==> src/rtl/rv_loader_pkg.sv <==
// Shared constants, error codes and FSM states for the instruction memory loader.
package rv_loader_pkg;

  localparam logic [6:0] OP_R      = 7'b0110011;
  localparam logic [6:0] OP_LOAD   = 7'b0000011;
  localparam logic [6:0] OP_IMM    = 7'b0010011;
  localparam logic [6:0] OP_JALR   = 7'b1100111;
  localparam logic [6:0] OP_STORE  = 7'b0100011;
  localparam logic [6:0] OP_BRANCH = 7'b1100011;
  localparam logic [6:0] OP_JAL    = 7'b1101111;
  localparam logic [6:0] OP_AUIPC  = 7'b0010111;

  localparam logic [1:0] ERR_NONE = 2'b00;
  localparam logic [1:0] ERR_IMM  = 2'b01;
  localparam logic [1:0] ERR_OPC  = 2'b10;
  localparam logic [1:0] ERR_OVF  = 2'b11;

  typedef enum logic [1:0] {IDLE, LOAD, WRITE, DONE} state_t;

  // True when v is a sign extension of its low msb+1 bits.
  function automatic logic sext_ok(input logic [63:0] v, input int unsigned msb);
    logic ok;
    ok = 1'b1;
    for (int unsigned i = 0; i < 64; i++)
      if (i >= msb && v[i] != v[63]) ok = 1'b0;
    return ok;
  endfunction

endpackage

==> src/rtl/rv_instr_encoder.sv <==
// Combinational encoder: decoded fields + immediate -> 32-bit instruction word.
module rv_instr_encoder
  import rv_loader_pkg::*;
(
  input  logic [6:0]  opcode,
  input  logic [4:0]  rd,
  input  logic [4:0]  rs1,
  input  logic [4:0]  rs2,
  input  logic [2:0]  funct3,
  input  logic        funct7,
  input  logic [63:0] imm,
  output logic [31:0] word,
  output logic        imm_err,
  output logic        opc_err
);

  always_comb begin
    word    = '0;
    imm_err = 1'b0;
    opc_err = 1'b0;
    case (opcode)
      OP_R:
        word = {1'b0, funct7, 5'b0, rs2, rs1, funct3, rd, opcode};
      OP_LOAD, OP_IMM, OP_JALR: begin
        word    = {imm[11:0], rs1, funct3, rd, opcode};
        imm_err = !sext_ok(imm, 11);
      end
      OP_STORE: begin
        word    = {imm[11:5], rs2, rs1, funct3, imm[4:0], opcode};
        imm_err = !sext_ok(imm, 11);
      end
      // Branch field is imm>>>2, so f[k] is taken straight from imm[k+2].
      OP_BRANCH: begin
        word    = {imm[13], imm[11:6], rs2, rs1, funct3, imm[5:2], imm[12], opcode};
        imm_err = (imm[1:0] != 2'b00) || !sext_ok(imm, 13);
      end
      // JAL field is imm>>>1, so f[k] is imm[k+1].
      OP_JAL: begin
        word    = {imm[20], imm[10:1], imm[11], imm[19:12], rd, opcode};
        imm_err = imm[0] || !sext_ok(imm, 20);
      end
      OP_AUIPC: begin
        word    = {imm[31:12], rd, opcode};
        imm_err = (imm[11:0] != 12'h000) || !sext_ok(imm, 31);
      end
      default:
        opc_err = 1'b1;
    endcase
  end

endmodule

==> src/rtl/instr_mem_loader.sv <==
// Streams decoded instruction fields into consecutive instruction memory words,
// holding the CPU while a load session is active.
module instr_mem_loader
  import rv_loader_pkg::*;
#(
  parameter int unsigned ADDR_W = 5,
  parameter int unsigned DEPTH  = 32
) (
  input  logic              clock,
  input  logic              reset_n,
  input  logic              start,
  input  logic              in_valid,
  output logic              in_ready,
  input  logic              in_last,
  input  logic [6:0]        opcode,
  input  logic [4:0]        rd,
  input  logic [4:0]        rs1,
  input  logic [4:0]        rs2,
  input  logic [2:0]        funct3,
  input  logic              funct7,
  input  logic [63:0]       imm,
  output logic              mem_we,
  output logic [ADDR_W-1:0] mem_addr,
  output logic [31:0]       mem_din,
  output logic              cpu_hold,
  output logic              done,
  output logic [1:0]        err,
  output logic [ADDR_W:0]   count
);

  localparam logic [ADDR_W:0] DEPTH_C = DEPTH[ADDR_W:0];

  state_t          state, state_nxt;
  logic [31:0]     enc_word;
  logic            imm_err, opc_err;
  logic            last_q;
  logic [ADDR_W:0] count_inc;

  assign count_inc = count + 1'b1;

  rv_instr_encoder u_enc (
    .opcode  (opcode),
    .rd      (rd),
    .rs1     (rs1),
    .rs2     (rs2),
    .funct3  (funct3),
    .funct7  (funct7),
    .imm     (imm),
    .word    (enc_word),
    .imm_err (imm_err),
    .opc_err (opc_err)
  );

  always_ff @(posedge clock) begin
    if (!reset_n) state <= IDLE;
    else          state <= state_nxt;
  end

  always_comb begin
    state_nxt = state;
    in_ready  = 1'b0;
    mem_we    = 1'b0;
    done      = 1'b0;
    cpu_hold  = 1'b0;
    case (state)
      IDLE: if (start) state_nxt = LOAD;
      LOAD: begin
        in_ready = 1'b1;
        cpu_hold = 1'b1;
        if (in_valid) state_nxt = (imm_err || opc_err) ? DONE : WRITE;
      end
      WRITE: begin
        // Gated by reset so a reset landing in this cycle never raises we.
        mem_we    = reset_n;
        cpu_hold  = 1'b1;
        state_nxt = (last_q || count_inc == DEPTH_C) ? DONE : LOAD;
      end
      DONE: begin
        done     = 1'b1;
        cpu_hold = (err != ERR_NONE);
        if (start) state_nxt = LOAD;
      end
      default: state_nxt = IDLE;
    endcase
  end

  always_ff @(posedge clock) begin
    if (!reset_n) begin
      count    <= '0;
      err      <= ERR_NONE;
      mem_din  <= '0;
      mem_addr <= '0;
      last_q   <= 1'b0;
    end else begin
      case (state)
        IDLE, DONE:
          if (start) begin
            count <= '0;
            err   <= ERR_NONE;
          end
        LOAD:
          if (in_valid) begin
            if (opc_err)      err <= ERR_OPC;
            else if (imm_err) err <= ERR_IMM;
            else begin
              mem_din  <= enc_word;
              mem_addr <= count[ADDR_W-1:0];
              last_q   <= in_last;
            end
          end
        WRITE: begin
          count <= count_inc;
          if (!last_q && count_inc == DEPTH_C) err <= ERR_OVF;
        end
        default: ;
      endcase
    end
  end

endmodule

==> config.mk <==
export PLATFORM = sky130hd
export DESIGN_NAME = instr_mem_loader
export DESIGN_NICKNAME = d
export VERILOG_FILES = /design/src/rtl/rv_loader_pkg.sv /design/src/rtl/rv_instr_encoder.sv /design/src/rtl/instr_mem_loader.sv
export SDC_FILE = /design/constraint.sdc
export NUM_CORES = 1
export LEC_CHECK = 0
export ABC_AREA = 1
export BUFFER_PORTS_ARGS = -buffer_cell sky130_fd_sc_hd__buf_2
export CORE_UTILIZATION = 37
export CTS_CLUSTER_DIAMETER = 30
export DETAILED_ROUTE_END_ITERATION = 16
export PLACE_DENSITY = 0.69
export SLEW_MARGIN = 15
export SYNTH_ARGS = -nofsm -noshare
export SYNTH_HDL_FRONTEND = slang
export SYNTH_SLANG_ARGS = --single-unit
==> constraint.sdc <==
create_clock -name clock -period 2.3 [get_ports clock]
set_input_delay 0.115 -clock clock [delete_from_list [all_inputs] [get_ports clock]]
set_output_delay 0.115 -clock clock [all_outputs]
set_load 0.01 [all_outputs]
==> results of run 1 <==
==> cells by family after synthesis <==
logic type	synth area share
AO/OA/AOI/OAI	0.107
XOR/XNOR	0.00802
adder cells (fa/ha/maj)	0.0229
buffers and inverters	0.131
flip-flops	0.293
AND/OR/NAND/NOR	0.438
==> cells in the final DEF (no fill, tap or decap), types with 8 or more instances in the layout <==
cell / n
a21oi_1: 16
buf_2: 143
buf_4: 8
dfxtp_1: 48
inv_1: 85
nand2_1: 159
nand3_1: 25
nand4_1: 24
nor2_1: 101
o21ai_0: 14
o22ai_1: 8
==> worst paths after layout <==
kind	to	slack, ns	cells after the start
hold reg to reg	mem_din[1]$_SDFFE_PN0P_	0.46	2
hold / removal	last_q$_SDFFE_PN0P_	0.03	3
setup reg to reg	err[0]$_SDFFE_PN0P_	0.41	10
setup / recovery	err[0]$_SDFFE_PN0P_	0.41	10
==> synth_stat cells (2+ instances only) <==
| cell type | count |
|---|---|
| a21oi_1 | 16 |
| a22oi_1 | 5 |
| a31oi_1 | 2 |
| buf_2 | 4 |
| buf_6 | 5 |
| clkbuf_1 | 6 |
| dfxtp_1 | 48 |
| ha_1 | 6 |
| inv_1 | 85 |
| inv_2 | 2 |
| nand2_1 | 159 |
| nand2_2 | 3 |
| nand3_1 | 25 |
| nand3b_1 | 2 |
| nand4_1 | 24 |
| nor2_1 | 101 |
| nor2_2 | 2 |
| nor2_4 | 2 |
| nor3_1 | 5 |
| nor4_1 | 2 |
| o211ai_1 | 3 |
| o21ai_0 | 14 |
| o221ai_1 | 3 |
| o22ai_1 | 8 |
| xor2_1 | 3 |
==> where the power goes <==
group / internal [mW] / switching [mW] / total (mW)
clock: 0.438 / 0.297 / 0.735
sequential: 0.871 / 0.0353 / 0.906
combinational: 0.211 / 0.336 / 0.547
total: 1.52 / 0.668 / 2.19
==> critical path: stages (launching register included) <==
cell     delay, ns
dfxtp_1       0.43
inv_1         0.09
ha_1          0.38
nor2_1        0.07
inv_1         0.18
o21ai_0       0.12
inv_1         0.13
o21a_1        0.20
nand3_1       0.09
nand2_1       0.06
nor2_1        0.05
==> routing by layer <==
layer,wire length [µm],share of wire
met1,4440,0.45
met3,598,0.060
met2,4690,0.47
met5,0,0
met4,198,0.020
==> final cells by class <==
type | count | share of cell area
sequential | 48 | 0.226
tap | 105 | 0.0310
clock inverter | 3 | 0.0162
multi-input combinational | 398 | 0.445
clock buffer | 5 | 0.0162
timing repair buffer | 152 | 0.188
inverter | 88 | 0.0779
==> per-stage QoR <==
step	area (µm²)	worst slack, ns	power [mW]	std cells
floorplan	3280	0.674	1.24	549
global placement	4110	0.367	1.46	791
detailed placement	4110	0.294	1.47	791
CTS	4240	0.420	2.21	799
global route	4240	0.241	2.32	799
finish	4240	0.411	2.19	799
==> flip-flops by register name, summed over array words and instances (netlist names) <==
name      cells
count         6
last_q        1
mem_din      32
mem_addr      5
state         2
err           2
==> impl_results.md, run 1 <==
* Total nets after synthesis at 650
* F_max at 529 MHz
* Hold_sp: in_last
* CP Max Fanout at 7
* Root buffer cell: clkbuf_8
* Worst EP arrival at ~2.1 ns
* Initial antenna violation count at 0
* Top FF cell, synth: dfxtp_1
* Share of flip-flops with an asynchronous set or reset at 0
* Synth area leader: dfxtp_1
* Post-CTS setup buffer count at 0
* CTS tree: done
* Floorplan row count at 33
* Count of final hold-check violations at 0
* Maxcap violations at 0
* DRC errors left at 0
* Total global-route track usage at 0.219
* Minimum clock period at 1.89 ns
* Skew final at about 0.0074 ns
* Routed WL at about 9900 µm
* Main area contributors after synthesis: dfxtp_1 (29%), nand2_1 (18%), nor2_1 (12%)
* Clock-pin slew on the worst setup and hold paths at 0.09 ns
* GRT met1 Usage at 0.289
* Reg2reg start: state[0]$_SDFFE_PN0P_
* First-pass GRT wire length at 15600 µm
* Share of cells above drive strength 1 at 0.251
* Peak VDD IR at 0.220 mV
* GRT overflow at 0
* Slew @ Worst Pin at between 0.6 and 0.7 ns
* Pwr Density at roughly 520 mW/mm²
* CP Class: reg2reg
* Starting density of the core at 0.391
* Pre-antenna DRT Iters at 5
* Syn-to-layout area delta at 29.5%
* Antenna violation net count after detailed routing at 0
* Dpl hpwl at 8000 µm
* Fill count at around 890
* CTS resizes at 0
* Routed len/inst at 12.4 µm
* Hold buffers post-CTS at 0
* Hold Slack at roughly 0.031 ns
* WP data required at approximately 2.5 ns
* Unrepaired setup endpoints after global routing: false
* I/O pins at 144
* Final-report max-slew violation count at 0
* Core box area at 0.00838 mm²
* Die ar. at 0.00924 mm²
* Register area at 961 µm²
* Critical path startpoint: state[0]$_SDFFE_PN0P_
* Hold Path Class: in2reg
* Pin count of the biggest net entering global routing at 39
* Leak at 2.40 nW
* Gr busiest metal: met2
* Post-Syn Area per Cell at 5.97 µm²
* Die height at about 96 µm
* Die W at 96.1 µm
* I/O Buffers at 143
* H-tree levels at 2
* Via count at 3873
* Slew margin rel. at 0.587
* Seq/Total Area, Yosys at 0.293
* Status: completed
* Vias in the first global route at 3433
* Gp weighted congestion at 0.881
* Tcrit/Tclk final at 0.821
* Vias per std cell at 4.85
* Initial drt markers at 220
* Ys Warns at 0
* Final setup TNS at 0 ns
* Crit path capture type: flip-flop
* Final setup fails at 0
* Netlist cell types at 39
* Layout Nets at 794
* Synth top area share at 0.293
* Multi-input gate area at 0.00189 mm²
* Antenna cells at 0
* Mapped Area at 0.00328 mm²
* Met2 GRT Util at 0.368
* Met3 Use GR at 0.0245
* Number of synthesized flops with an enable pin at 0
* Worst-Skew Late Latency at 0.30 ns
* Final Util at 0.506
* Register bit count reported by yosys at between 40 and 50
* Cts bufs inserted at 5
* CP startpoint kind: flip-flop
* Mapped Cells at 549
* Clk sinks at 48
* CTS max path bufs at 2
No activity file was read; power rests on OpenSTA's default activity.
==> inputs of run 2 (changes only) <==
Settings changed: ABC_AREA 1 to 0, PLACE_DENSITY 0.69 to 0.74.
Clock period 2.3 ns to 1.67 ns, I/O delays scaled along.
==> impl_results.md, run 2 <==
* Max reg flops at 32 (unchanged)
* DR WL met2 at 5580 µm (was 4690 µm)
* Total Power at 3.23 mW (was 2.19 mW)
* Antenna violation net count after detailed routing at 0 (unchanged)
* Crit path capture type: flip-flop (unchanged)
* Initial antenna violation count at 1 (was 0)
* CTS max path bufs at 2 (unchanged)
* Top FF cell, synth: dfxtp_1 (unchanged)
* Number of synthesized flops with an enable pin at 0 (unchanged)
* Worst EP arrival at 2.64 ns (was 2.09 ns)
* Most frequent cell after synthesis: dfxtp_1 (was nand2_1)
* H-tree levels at 2 (unchanged)
* Mapped Cells at 333 (was 549)
* Die ar. at 0.00805 mm² (was 0.00924 mm²)
* Root buffer cell: clkbuf_8 (unchanged)
* Main area contributors after synthesis: dfxtp_1 (34%), o211a_1 (10%), a222oi_1 (5.6%) (was dfxtp_1 (29%), nand2_1 (18%), nor2_1 (12%))
* Final-report max-slew violation count at 0 (unchanged)
* WP data required at 1.93 ns (was 2.50 ns)
* First-pass GRT wire length at 17500 µm (was 15600 µm)
* Reg2reg path depth at 9 (was 10)
* Routed WL at 11400 µm (was 9920 µm)
* I/O Buffers at 143 (unchanged)
* Synth top area share at 0.338 (was 0.293)
* Synth area leader: dfxtp_1 (unchanged)
* Worst R2R End: mem_din[11]$_SDFFE_PN0P_ (was err[0]$_SDFFE_PN0P_)
* Layout Nets at 643 (was 794)
* Leak at 2.41 nW (was 2.40 nW)
* Register bit count reported by yosys at 48 (unchanged)
* Pin count of the biggest net entering global routing at 28 (was 39)
* M1 WL at 4210 µm (was 4440 µm)
* Dpl hpwl at 8100 µm (was 8000 µm)
* Mapped Area at 0.00285 mm² (was 0.00328 mm²)
* GRT overflow at 0 (unchanged)
* Commonest cells after routing, fill and taps aside: buf_2 (140), buf_4 (66), dfxtp_1 (47) (was nand2_1 (159), buf_2 (143), nor2_1 (101))
* Worst-Skew Late Latency at 0.31 ns (was 0.30 ns)
* Cts bufs inserted at 5 (unchanged)
* Minimum clock period at 2.38 ns
* Commonest non-fill, non-tap cell in the layout: buf_2 (was nand2_1)
* Pre-antenna DRT Iters at 6 (was 5)
* Clock-pin slew on the worst setup and hold paths at 0.10 ns (was 0.09 ns)
* Seq/Total Area, Yosys at 0.338 (was 0.293)
* Starting density of the core at 0.388 (was 0.391)
* Die W at 89.7 µm (was 96.1 µm)
* CP startpoint kind: input port (was flip-flop)
* Via count at 3725 (was 3873)
* Hold Path Class: in2reg (unchanged)
* Netlist cell types at 44 (was 39)
* F_max at 420 MHz
* Top post-synthesis cells by count: dfxtp_1 (48), nand2_1 (36), o211a_1 (29) (was nand2_1 (159), nor2_1 (101), inv_1 (85))
* Share of flip-flops with an asynchronous set or reset at 0 (unchanged)
* Slew @ Worst Pin at 0.749 ns (was 0.620 ns)
* Tcrit/Tclk final at 1.42
* # placed instances at 621 (was 791)
* Placed cell area at 0.00411 mm² (about the same)
* Top Metal Used: met4 (unchanged)
* DRC errors left at 0 (unchanged)
* CP Max Fanout at 7 (unchanged)
* Reg-to-reg setup timing slack at -0.04 ns (was 0.41 ns)
* Gp weighted congestion at 0.908 (was 0.881)
* CP endpoint: mem_din[11]$_SDFFE_PN0P_ (was err[0]$_SDFFE_PN0P_)
* Met3 wire len at 1120 µm (was 598 µm)
* Layout Cells excl Fill at 643 (was 799)
* Share of cells above drive strength 1 at 0.508 (was 0.251)
* I/O pins at 144 (unchanged)
* Unrepaired setup endpoints after global routing: true (was false)
* Pwr Density at 685 mW/mm² (was 516 mW/mm²)
* Status: finished, violations left (was completed)
* Post-Syn Area per Cell at 8.55 µm² (was 5.97 µm²)
* Reg with most FFs: mem_din (unchanged)
* Skew final at 0.0124 ns (was 0.00738 ns)
* Syn-to-layout area delta at 65.7% (was 29.5%)
* Total nets after synthesis at 434 (was 650)
* Peak VDD IR at 0.713 mV (was 0.220 mV)
* Ys Warns at 0 (unchanged)
* CP Class: in2reg (was reg2reg)
* Routed len/inst at 17.8 µm (was 12.4 µm)
* Reg2reg start: state[1]$_SDFFE_PN0P_ (was state[0]$_SDFFE_PN0P_)
* Failing checks: negative setup slack
* Final setup fails at 41 (was 0)
* Slew margin rel. at 0.496 (was 0.587)
* Hold depth at 3 (unchanged)
* Total global-route track usage at 0.270 (was 0.219)
* Vias in the first global route at 3665 (was 3433)
* Die height at 89.7 µm (was 96.1 µm)
* Floorplan row count at 31 (was 33)
* Vias per std cell at 5.79 (was 4.85)
* Post-route cell area at 0.00472 mm² (was 0.00424 mm²)
* CTS tree: done (unchanged)
* Initial drt markers at 312 (was 220)
* Fin worst setup slack at -0.708 ns (was 0.411 ns)
* Count of final hold-check violations at 0 (unchanged)
* Core box area at 0.00733 mm² (was 0.00838 mm²)
* Biggest regs: mem_din: 32 flops, count: 6 flops, mem_addr: 5 flops (unchanged)
* Critical path startpoint: imm[46] (was state[0]$_SDFFE_PN0P_)
* Clk sinks at 48 (unchanged)
* Maxcap violations at 0 (unchanged)
==> run 2: cell count changes after synthesis, moves of 7 or more <==
cell      before  now
a222oi_1       0   16
clkbuf_1       6   16
inv_1         85    9
mux2i_1        0   11
nand2_1      159   36
nand3_1       25   13
nand4_1       24   13
nor2_1       101   13
nor2b_1        0   14
nor4_1         2   16
o211a_1        0   29
o21ai_0       14    7
==> run 2: timing repair <==
action,CTS,global route
buffers inserted,8,3
pin swaps,5,8
endpoints found under the hold margin,0,0
resized for setup,34,35
cloned,6,0
endpoints found under the setup margin,42,46
hold buffers,0,0
==> run 2: layout make-up <==
class | count | area [µm²]
fillers | 617 | 2620
multi-input cells | 252 | 1930
repair buffers | 225 | 1540
flip-flops and latches | 48 | 965
well taps | 99 | 124
clock buffers | 5 | 68.8
clock inverters | 3 | 47.5
inverters | 10 | 37.5
diodes | 1 | 2.50
==> run 2: logic make-up after synthesis <==
group                    share of synthesized area
AO/OA/AOI/OAI                                0.294
adder cells (fa/ha/maj)                     0.0264
buffers and inverters                       0.0567
flip-flops                                   0.338
multiplexers                                0.0387
AND/OR/NAND/NOR                              0.247
==> run 2: per-stage QoR <==
stage | setup WS, ns | setup TNS (ns) | hold slack [ns] | utilization
global route | -0.781 | -30.57 | 0.0860 | 0.643
finish | -0.708 | -27.43 | 0.0610 | 0.643
floorplan | -0.710 | -26.51 | 0.253 | -
CTS | -0.728 | -27.51 | 0.0580 | 0.629
detailed placement | -1.14 | -43.17 | 0.385 | 0.561
global placement | -1.07 | -40.87 | 0.359 | 0.561
==> run 2: where the power goes <==
group / leakage (nW) / total, mW / internal (mW) / switching, mW
Sequential: 0.388 / 1.23 / 1.19 / 0.0339
Clock: 0.0583 / 0.862 / 0.451 / 0.411
Combinational: 1.97 / 1.14 / 0.558 / 0.584
Total: 2.41 / 3.23 / 2.20 / 1.03
==> run 2: routing by layer <==
layer,track usage,vias up
met2,0.483,216
li1,-,1727
met1,0.290,1733
met3,0.0677,49
met5,0,-
met4,0.146,0
==> run 2: worst min-delay path by stage <==
stage	start	to	slack, ns
after CTS	in_last	last_q$_SDFFE_PN0P_	0.06
after floorplan	in_last	last_q$_SDFFE_PN0P_	0.25
after detailed placement	in_last	last_q$_SDFFE_PN0P_	0.38
final	in_last	last_q$_SDFFE_PN0P_	0.06
after global placement	in_last	last_q$_SDFFE_PN0P_	0.36
after global routing	in_last	last_q$_SDFFE_PN0P_	0.09
==> run 2: worst max-delay path: stages <==
cell and delay, ns:
buf_6 0.09, or4_4 0.54, nor4_4 0.27, o22ai_2 0.14, o41ai_2 0.35, nand4_1 0.26, nor4_4 0.22, buf_6 0.19
buf_8 0.14, buf_12 0.10, buf_16 0.11, o211a_1 0.14
